--- src/rtl/integrate_dump.sv ---
// integrate_dump: scaled integrate-and-dump over WIN accepted samples with valid/ready output.
// Define INTEGRATE_DUMP_SAT_EN to clamp sums at 2^ACC_W-1 instead of wrapping.
module integrate_dump #(
  parameter int IN_W = 4,
  parameter int GAIN = 25,
  parameter int WIN = 4,
  parameter int ACC_W = 13,
  localparam int CW = $clog2(WIN),
  localparam int PW = IN_W + $clog2(GAIN + 1)
) (
  input  logic             clk,
  input  logic             reset,
  input  logic             clr,
  input  logic             in_valid,
  input  logic [IN_W-1:0]  x,
  output logic [ACC_W-1:0] y,
  output logic             y_valid,
  input  logic             y_ready,
  output logic             overrun,
  output logic             sat_hit,
  output logic [CW-1:0]    win_cnt
);
  logic [PW-1:0]    prod;
  logic [ACC_W-1:0] acc_q, acc_d, y_q, sum;
  logic [CW-1:0]    cnt_q, cnt_d;
  logic             y_valid_q, overrun_q, sat_hit_q, sat, accept, dump;

  assign prod = PW'(GAIN) * PW'(x);
`ifdef INTEGRATE_DUMP_SAT_EN
  logic [ACC_W:0] sum_w;
  assign sum_w = {1'b0, acc_q} + {1'b0, ACC_W'(prod)};
  assign sum   = sum_w[ACC_W] ? '1 : sum_w[ACC_W-1:0];
  assign sat   = sum_w[ACC_W];
`else
  assign sum = acc_q + ACC_W'(prod);
  assign sat = 1'b0;
`endif

  assign accept = in_valid & ~clr;
  assign dump   = accept & (cnt_q == CW'(WIN - 1));

  always_comb begin
    acc_d = clr ? '0 : accept ? (dump ? '0 : sum) : acc_q;
    cnt_d = clr ? '0 : accept ? (dump ? '0 : cnt_q + CW'(1)) : cnt_q;
  end

  // A dump keeps y_valid high even when the old result is consumed on the same edge.
  always_ff @(posedge clk or negedge reset) begin
    if (!reset) begin
      acc_q     <= '0;
      cnt_q     <= '0;
      y_q       <= '0;
      y_valid_q <= 1'b0;
      overrun_q <= 1'b0;
      sat_hit_q <= 1'b0;
    end else begin
      acc_q     <= acc_d;
      cnt_q     <= cnt_d;
      y_q       <= dump ? sum : y_q;
      y_valid_q <= dump | (y_valid_q & ~y_ready);
      overrun_q <= overrun_q | (dump & y_valid_q & ~y_ready);
      sat_hit_q <= sat_hit_q | (accept & sat);
    end
  end

  assign y       = y_q;
  assign y_valid = y_valid_q;
  assign overrun = overrun_q;
  assign sat_hit = sat_hit_q;
  assign win_cnt = cnt_q;
endmodule
--- config.mk ---
export PLATFORM = sky130hd
export DESIGN_NAME = integrate_dump
export DESIGN_NICKNAME = d
export VERILOG_FILES = /design/src/rtl/integrate_dump.sv
export SDC_FILE = /design/constraint.sdc
export NUM_CORES = 1
export LEC_CHECK = 0
export ABC_AREA = 1
export CORE_MARGIN = 4
export CORE_UTILIZATION = 45
export DETAILED_ROUTE_END_ITERATION = 8
export MAX_ROUTING_LAYER = met4
export PLACE_DENSITY = 0.78
export SYNTH_ARGS = -nofsm -noshare
export SYNTH_HDL_FRONTEND = slang
export SYNTH_SLANG_ARGS = --single-unit
--- constraint.sdc ---
create_clock -name clk -period 2.8 [get_ports clk]
set_input_delay 0.84 -clock clk [delete_from_list [all_inputs] [get_ports clk]]
set_output_delay 0.84 -clock clk [all_outputs]
set_load 0.01 [all_outputs]
==> metrics.txt <==
status completed; DRT antenna net count 0; switching power share of the total 0.362; storage element area 751 um^2; vias per inst 4.92; post-synthesis async set-or-reset flop share 1.00; Post-synth EDFFs 0; Worst Hold Class flop to flop; Reg clk slew, reported paths 0.06 ns; Final setup viols 0; GPL Wtd Cong 0.858; Die W 74.0 um; Final Hold Fails 0; Initial Util 0.476; Net Switching 622 uW; IO Count 27; Reg power frac 0.323; CP Launch Type primary input; antenna diode count 0; TritonRoute pass-1 iters 4; multi-input logic area 1220 um^2; PwrDens 656 nW/um^2; Crit path arrival time 2.92 ns; row cnt 23; CP Class primary input to flop; Synth Cell Area 1960 um^2; area leader, netlist dfrtp_1; Synth Flop Type dfrtp_1; Int Pwr 1.09 mW; DR WL/cell 12.9 um; worst vdd ir 0.331 mV; largest net degree at the start of global routing 31; syn nets 286; Num CTS Buffers 5; Synth area leaders dfrtp_1 38%, nand2_1 19%, ha_1 14%, inv_1 5.9%, nand3_1 5.6%; # port buffers 25; Root Buffer clkbuf_8; core area 4120 um^2; Seq/Total Area, Yosys 0.383; final setup skew 0.00311 ns; final slew viol count 0; Max-cap violations 0; layout cells sized above 1 0.202; Pleak 1.38 nW; CP max FO 4; final period utilization 0.967; DIE HEIGHT 74.0 um; DRT iter0 DRCs 50; Highest Clock Rate 369 MHz; die area 5480 um^2; Ys Warns 0; via count 1708; clock sinks 30; setup TNS 0 ns; worst-skew pair later-pin latency 0.28 ns; CTS Buffer Depth 2; min cycle time layout 2.71 ns; register bit total from synthesis 30; initial antenna violation count 0; final instance area 2620 um^2; first-pass GRT wire length 7950 um; top-count cell post-synth nand2_1; unrepaired setup endpoints after global routing yes; H-tree depth 2; Synth cell types 23; Slew headroom 0.251; DP HPWL 3280 um; CTS Hold Bufs 0; area delta synth->final 33.4%; vias in the first global route 1810; logic gate share of total power 0.468; Post-Synthesis Cells 251; # DRC 0; most instantiated cells after synthesis 98 x nand2_1, 31 x inv_1, 30 x dfrtp_1; PnR worst setup slack 0.0927 ns; Tot GR Track Use 0.193; clock share of power 0.209; mean area per synthesized cell 7.81 um^2; # fillers 347; CTS tree yes; Post-layout nets 331; worst-margin pin slew 1.12 ns; Crit. End Element flop; grt ovf 0; pre-CTS WS -0.698 ns; final wirelength 4490 um; placed cell area 2370 um^2; Worst EP required 3.01 ns; top cell type's share of synthesized area 0.383
what timing repair did:
item                                    CTS  global route
hold endpoints to repair                  0             0
setup buffers                             1             0
pin swaps                                12            11
endpoints found under the setup margin   18            14
gates resized for setup                  28            16
critical path, stage by stage:
cell	delay (ns)
buf_2	0.11
buf_6	0.12
ha_2	0.30
inv_1	0.04
fa_1	0.50
inv_2	0.05
ha_4	0.28
nand2_1	0.05
nand2_1	0.08
nand2_1	0.08
nand2_2	0.07
inv_1	0.04
nand2_2	0.07
xor2_2	0.15
nand2_1	0.07
nand2_1	0.07
kinds of logic after synthesis:
group	synth area share
compound gates	0.0415
xor+xnor	0.0223
buf+inv	0.0727
simple gates	0.297
fa+ha+maj	0.181
flops	0.383
other cells	0.00191
power by group through the flow:
stage                     sequential (mW)  combinational (mW)  clock, mW
after floorplan                     0.579               0.362          0
after global placement              0.560               0.642          0
after detailed placement            0.562               0.653          0
after CTS                           0.555               0.751      0.369
after global routing                0.564               0.897      0.393
final                               0.554               0.803      0.359
layout make-up:
type / count / share of cell area
multi-input combinational: 185 / 0.468
tap: 50 / 0.0239
clock inverter: 1 / 0.00191
clock buffer: 7 / 0.0330
timing repair buffer: 42 / 0.140
sequential: 30 / 0.287
inverter: 32 / 0.0459
per-stage QoR:
step / cells / util / hold WS, ns / power, mW
3_5_place_dp: 338 / 0.577 / 0.462 / 1.21
6_report: 347 / 0.636 / 0.467 / 1.72
3_3_place_gp: 338 / 0.577 / 0.463 / 1.20
2_1_floorplan: 251 / - / 0.455 / 0.941
5_1_grt: 347 / 0.636 / 0.496 / 1.85
4_1_cts: 347 / 0.621 / 0.483 / 1.67
worst paths after layout:
kind / start / endpoint / cells past startpoint / slack (ns)
max in group asynchronous: reset / y[11]$_DFFE_PN0P_ / 2 / 1.57
hold reg to reg: y[8]$_DFFE_PN0P_ / y[8]$_DFFE_PN0P_ / 2 / 0.47
min in group asynchronous: reset / acc_q[6]$_DFFE_PN0P_ / 2 / 0.95
setup reg to reg: acc_q[1]$_DFFE_PN0P_ / y[7]$_DFFE_PN0P_ / 10 / 0.67
hold / removal: y[8]$_DFFE_PN0P_ / y[8]$_DFFE_PN0P_ / 2 / 0.47
setup / recovery: x[2] / acc_q[8]$_DFFE_PN0P_ / 16 / 0.09
state kept, by name (all words and copies together), names as in the netlist:
name and flops:
acc_q 13, y_valid 1, overrun 1, y 13
win_cnt 2
layer usage:
metal  wire, um  GRT usage  up-vias
li1           -          -      875
met1       2060      0.241      797
met2       2220      0.315       26
met3        136     0.0338       10
met4         70     0.0684        0
met5          0          -        -
cells in the final DEF (no fill, tap or decap), types with 2 or more instances in the layout:
cell type / count
buf_2: 2
buf_4: 16
clkbuf_8: 6
clkdlybuf4s50_1: 21
dfrtp_1: 30
fa_1: 4
ha_1: 13
ha_2: 3
ha_4: 6
inv_1: 28
inv_2: 4
nand2_1: 90
nand2_2: 7
nand3_1: 20
nand3_2: 3
nand4_1: 3
nor2_1: 7
nor2_2: 2
nor2_4: 3
o21ai_1: 10
xor2_1: 3
xor2_2: 2
No activity file was read; power rests on OpenSTA's default activity.
